### config.mk
export PLATFORM = sky130hd
export DESIGN_NAME = sseg_scan_decoder
export DESIGN_NICKNAME = d
export VERILOG_FILES = /design/src/rtl/sseg_scan_decoder.sv
export SDC_FILE = /design/constraint.sdc
export NUM_CORES = 1
export LEC_CHECK = 0
export BUFFER_PORTS_ARGS = -buffer_cell sky130_fd_sc_hd__buf_2
export CORE_AREA = 3 3 86 109
export CTS_CLUSTER_SIZE = 30
export DETAILED_ROUTE_END_ITERATION = 10
export DIE_AREA = 0 0 89 112
export PLACE_DENSITY_LB_ADDON = 0.25
export SLEW_MARGIN = 20
export SYNTH_ARGS = -nofsm -noshare
export SYNTH_HDL_FRONTEND = slang
export SYNTH_SLANG_ARGS = --single-unit
### constraint.sdc
create_clock -name clk -period 2.9 [get_ports clk]
set_input_delay 0.29 -clock clk [delete_from_list [all_inputs] [get_ports clk]]
set_output_delay 0.29 -clock clk [all_outputs]
set_load 0.01 [all_outputs]
### src/rtl/sseg_scan_decoder.sv
// Reads back a multiplexed active-low 7-segment scan and recovers the four BCD
// digits, with frame, blank, illegal-pattern, anode-error and stall flags.
module sseg_scan_decoder #(
    parameter int SETTLE  = 2,
    parameter int TIMEOUT = 1024
) (
    input  logic        clk,
    input  logic        reset,
    input  logic [3:0]  an,
    input  logic [6:0]  sseg,
    output logic [15:0] digits,
    output logic [3:0]  blank,
    output logic [3:0]  seg_err,
    output logic        frame_valid,
    output logic        an_err,
    output logic        stalled
);

    localparam int TW = $clog2(TIMEOUT + 1);
    localparam logic [3:0]    SETTLE_C  = 4'(SETTLE);
    localparam logic [TW-1:0] TIMEOUT_C = TW'(TIMEOUT);

    logic [3:0]    an_r;
    logic [6:0]    sseg_r;
    logic [3:0]    settle_r;
    logic [TW-1:0] timer_r;
    logic [3:0]    seen_r;
    logic          done_r;

    logic          an_change_s;
    logic          sseg_change_s;
    logic          onehot_s;
    logic          multi_s;
    logic [1:0]    idx_s;
    logic          capture_s;
    logic [5:0]    dec_s;
    logic [3:0]    seen_next_s;
    logic [TW-1:0] timer_next_s;

    // Returns {blank, illegal, value} for an active-low segment pattern.
    function automatic logic [5:0] decode_seg(input logic [6:0] pat);
        logic [5:0] res;
        case (pat)
            7'h40:   res = {1'b0, 1'b0, 4'h0};
            7'h79:   res = {1'b0, 1'b0, 4'h1};
            7'h24:   res = {1'b0, 1'b0, 4'h2};
            7'h30:   res = {1'b0, 1'b0, 4'h3};
            7'h19:   res = {1'b0, 1'b0, 4'h4};
            7'h12:   res = {1'b0, 1'b0, 4'h5};
            7'h02:   res = {1'b0, 1'b0, 4'h6};
            7'h78:   res = {1'b0, 1'b0, 4'h7};
            7'h00:   res = {1'b0, 1'b0, 4'h8};
            7'h10:   res = {1'b0, 1'b0, 4'h9};
            7'h7F:   res = {1'b1, 1'b0, 4'hF};
            default: res = {1'b0, 1'b1, 4'hF};
        endcase
        return res;
    endfunction

    // The change terms compare the value being sampled with the stored one, so
    // counters clear on the same edge that loads a new an_r/sseg_r.
    assign an_change_s   = (an != an_r);
    assign sseg_change_s = (sseg != sseg_r);
    assign dec_s         = decode_seg(sseg_r);

    // Classify the sampled anode pattern.
    always_comb begin
        onehot_s = 1'b0;
        multi_s  = 1'b0;
        idx_s    = 2'd0;
        case (an_r)
            4'b1110: begin onehot_s = 1'b1; idx_s = 2'd0; end
            4'b1101: begin onehot_s = 1'b1; idx_s = 2'd1; end
            4'b1011: begin onehot_s = 1'b1; idx_s = 2'd2; end
            4'b0111: begin onehot_s = 1'b1; idx_s = 2'd3; end
            4'b1111: multi_s = 1'b0;
            default: multi_s = 1'b1;
        endcase
    end

    // Capture qualification, frame bookkeeping and stall-timer next value.
    always_comb begin
        capture_s   = (settle_r == SETTLE_C) && !done_r && onehot_s;
        seen_next_s = seen_r | (4'b0001 << idx_s);
        if (an_change_s) begin
            timer_next_s = {TW{1'b0}};
        end else if (timer_r != TIMEOUT_C) begin
            timer_next_s = timer_r + {{(TW-1){1'b0}}, 1'b1};
        end else begin
            timer_next_s = timer_r;
        end
    end

    // Input sampling, settle counter, stall timer and anode error flag.
    always_ff @(posedge clk or negedge reset) begin
        if (!reset) begin
            an_r     <= 4'hF;
            sseg_r   <= 7'h7F;
            settle_r <= 4'd0;
            timer_r  <= {TW{1'b0}};
            an_err   <= 1'b0;
            stalled  <= 1'b0;
        end else begin
            an_r    <= an;
            sseg_r  <= sseg;
            timer_r <= timer_next_s;
            stalled <= (timer_next_s == TIMEOUT_C);
            an_err  <= multi_s;
            if (an_change_s || sseg_change_s) begin
                settle_r <= 4'd0;
            end else if (settle_r != SETTLE_C) begin
                settle_r <= settle_r + 4'd1;
            end else begin
                settle_r <= settle_r;
            end
        end
    end

    // Digit capture and frame-complete pulse; a new anode dwell re-arms done.
    always_ff @(posedge clk or negedge reset) begin
        if (!reset) begin
            digits      <= 16'h0000;
            blank       <= 4'h0;
            seg_err     <= 4'h0;
            seen_r      <= 4'h0;
            done_r      <= 1'b0;
            frame_valid <= 1'b0;
        end else begin
            frame_valid <= 1'b0;
            if (capture_s) begin
                digits[idx_s*4 +: 4] <= dec_s[3:0];
                blank[idx_s]         <= dec_s[5];
                seg_err[idx_s]       <= dec_s[4];
                if (seen_next_s == 4'hF) begin
                    seen_r      <= 4'h0;
                    frame_valid <= 1'b1;
                end else begin
                    seen_r <= seen_next_s;
                end
            end else begin
                seen_r <= seen_r;
            end
            if (an_change_s) begin
                done_r <= 1'b0;
            end else if (capture_s) begin
                done_r <= 1'b1;
            end else begin
                done_r <= done_r;
            end
        end
    end

endmodule
==> run_results.csv <==
group,metric,value,unit
routing,vias,2047,
setup_path,worst_r2r_path_depth,5,
place,placed_cell_area,3220,µm²
final_layout,n_antenna_cell,0,
timing,period_minus_slack,2.26,ns
setup_path,critPathCaptureType,"register",
final_layout,fin_nets,326,
timing,worstMarginPinSlew,0.743,ns
pwr,power_leakage,1.55,nW
grt,grt.total_usage,0.132,
worst_hold_path,worstHoldStart,"sseg[4]",
grt,grt-ovfl-total,0,
clock_network,cts.sinks,58,
run_status,outcome,"completed",
setup_path,critPathSlowestCell,"nor4_4",
clock_network,cts_made_buffers,9,
timing,setup_violations,0,
synthesis,yosysMostFrequentCell,"dfrtp_1",
routing,routedWlPerCell,14.7,µm
synthesis,ys_ff_latch,58,
synthesis,ys_types,53,
floorplan,ios,40,
synthesis,synth_top_area_cell,"dfrtp_1",
clock_network,cts_tree,"yes",
synthesis,async_reset_ff_frac,1.00,
setup_path,crit_buf_inv,0,
synthesis,syn_inst,260,
clock_network,cts_setup_buffers,0,
timing,clock_skew,0.00726,ns
routing,drc,0,
clock_network,cts_root_buffer,"clkbuf_8",
setup_path,r2r_start,"an_r[1]",
synthesis,avgSynthCellArea,11.3,µm²
synthesis,synth-warning-count,0,
setup_path,max_stage_delay,0.63,ns
synthesis,synth_commonest_cells,"dfrtp_1 (47), nor2_1 (25), xnor2_1 (16)",
pwr,p_per_area,516,nW/µm²
setup_path,cp_top_family,"simple AND/OR/NAND/NOR gates",
floorplan,die_w,89,µm
timing,fin_setup_tns,0,ns
synthesis,synth_area_leaders,"dfrtp_1 (40%), dfstp_2 (9.8%), xnor2_1 (4.8%), ha_1 (4.7%), o2bb2ai_1 (4.5%)",
synthesis,synth_nets,284,
floorplan,die_y,112,µm
synthesis,ys.flop_type,"dfrtp_1",
routing,routed_wl,5.99,mm
setup_path,timing.rr.end,"blank[1]",
setup_path,crit_path_start_kind,"register",
grt,grt_max_degree,50,
timing,max-slew-margin-rel,0.501,
setup_path,cp.required,3.11,ns
timing,finalCritPeriodShare,0.779,
final_layout,drive_above_1_share,0.267,
timing,drv_slew,0,
place,gp_congestion,0.768,
synthesis,syn_area,2940,µm²
final_layout,area_delta_synth_final,17.3,%
place,numPortBuffers,39,
clock_network,ctsHtreeMaxLevel,3,
flow_run,drv_cap,0,
synthesis,synth_top_area_share,0.400,
place,dpl_worst_slack,0.650,ns
clock_network,clock_latency,0.33,ns
floorplan,coreArea,8510,µm²
setup_path,r2r_slack,0.64,ns
grt,grt_pass1_wl,10.1,mm
timing,final_hold_viol_count,0,
setup_path,crit_type,"register to register",
worst_hold_path,min_path_type,"input pin to register",
grt,grt_pass1_vias,2009,
routing,dr.pass1.iters,4,
clock_network,clockBufferDepth,2,
place,dp_hpwl,4.34,mm
timing,whs,0.0687,ns
setup_path,cp.arrival,2.47,ns
final_layout,post-route-cell-area,3450,µm²
worst_hold_path,min_to,"sseg_r[4]",
synthesis,synth_edf_count,0,
worst_hold_path,whs_path_depth,1,
setup_path,path_cells,"maj3_1 > a21oi_2 > nor4_4 > and2_1 > mux2_1",
clock_network,clk_pin_slew,0.07,ns
routing,ant_nets,0,
routing,viasPerCell,5.03,
timing,fin_ws,0.642,ns
timing,fmax,443,MHz
floorplan,initial_core_util,0.345,
floorplan,die-area,9970,µm²
synthesis,ys_seq_area_frac,0.499,
grt,antenna_found_initial,0,
setup_path,critPathMaxFanout,14,
pwr,irDropWorstVdd,212,µV
routing,initialDrtViolationCount,76,
floorplan,rows,38,
timing,rsz0062_at_grt,"false",
routing by layer:
layer,part of all wire,routed length (µm),global-route usage,vias up
met5,0,0,0,-
met4,0.010,62,0.0506,0
met3,0.037,223,0.0318,6
met2,0.48,2880,0.206,34
met1,0.47,2820,0.177,991
li1,-,-,-,1016
how the worst max path moves through the flow:
stage              start  slack [ns]    endpoint  cells after the start
2_1_floorplan  sseg_r[5]        0.85  seg_err[0]                      6
5_1_grt          an_r[2]        0.50   digits[9]                      5
4_1_cts          an_r[1]        0.65    blank[1]                      5
3_5_place_dp     an_r[1]        0.65    blank[3]                      5
3_3_place_gp     an_r[1]        0.69    blank[1]                      5
6_report         an_r[1]        0.64    blank[1]                      5
cells by family (layout without fill, tap and decap cells):
group / count (synthesis) / count (layout) / synth area share
mux: 9 / 9 / 0.0383
simple gates: 91 / 91 / 0.174
flops: 58 / 58 / 0.499
buf+inv: 19 / 66 / 0.0302
fa+ha+maj: 12 / 12 / 0.0503
xor+xnor: 28 / 28 / 0.0835
compound gates: 43 / 43 / 0.125
final cells by class:
cell class / count / area, µm²
clock buffers: 11 / 141
multi-input cells: 183 / 1380
flip-flops and latches: 58 / 1470
clock inverters: 5 / 77.6
fillers: 795 / 5060
repair buffers: 42 / 223
inverters: 8 / 30.0
well taps: 100 / 125
state kept, by name, indices dropped and copies added (netlist names):
register / flops
frame_valid: 1
done_r: 1
digits: 16
seen_r: 4
an_r: 4
seg_err: 4
blank: 4
sseg_r: 7
settle_r: 4
timer_r: 11
stalled: 1
an_err: 1
layout by cell type (no fill, tap or decap), types with 7 or more instances in the layout:
master     instances
buf_2             38
nor3_1             7
xor2_1            12
dfrtp_1           47
xnor2_1           16
nand3_1            9
nor2_1            25
nand4_1            7
nand2_1           11
dfstp_2           11
o2bb2ai_1         15
ha_1              11
clkbuf_8          10
inv_1              8
report_power, final:
group	internal, mW	switching, mW	leakage, nW	total (mW)
Sequential	0.826	0.0211	0.769	0.847
Combinational	0.0446	0.0648	0.675	0.109
Clock	0.504	0.318	0.109	0.822
metrics by stage:
step	util	std cells	total power, mW
6_report	0.405	407	1.78
5_1_grt	0.405	407	1.87
2_1_floorplan	-	260	0.926
3_3_place_gp	0.378	390	0.971
3_5_place_dp	0.378	390	0.972
4_1_cts	0.405	407	1.80
what timing repair did:
action,CTS,global route
hold buffers,1,0
endpoints found under the hold margin,18,0
resized for setup,0,0
No activity file was read; power rests on OpenSTA's default activity.
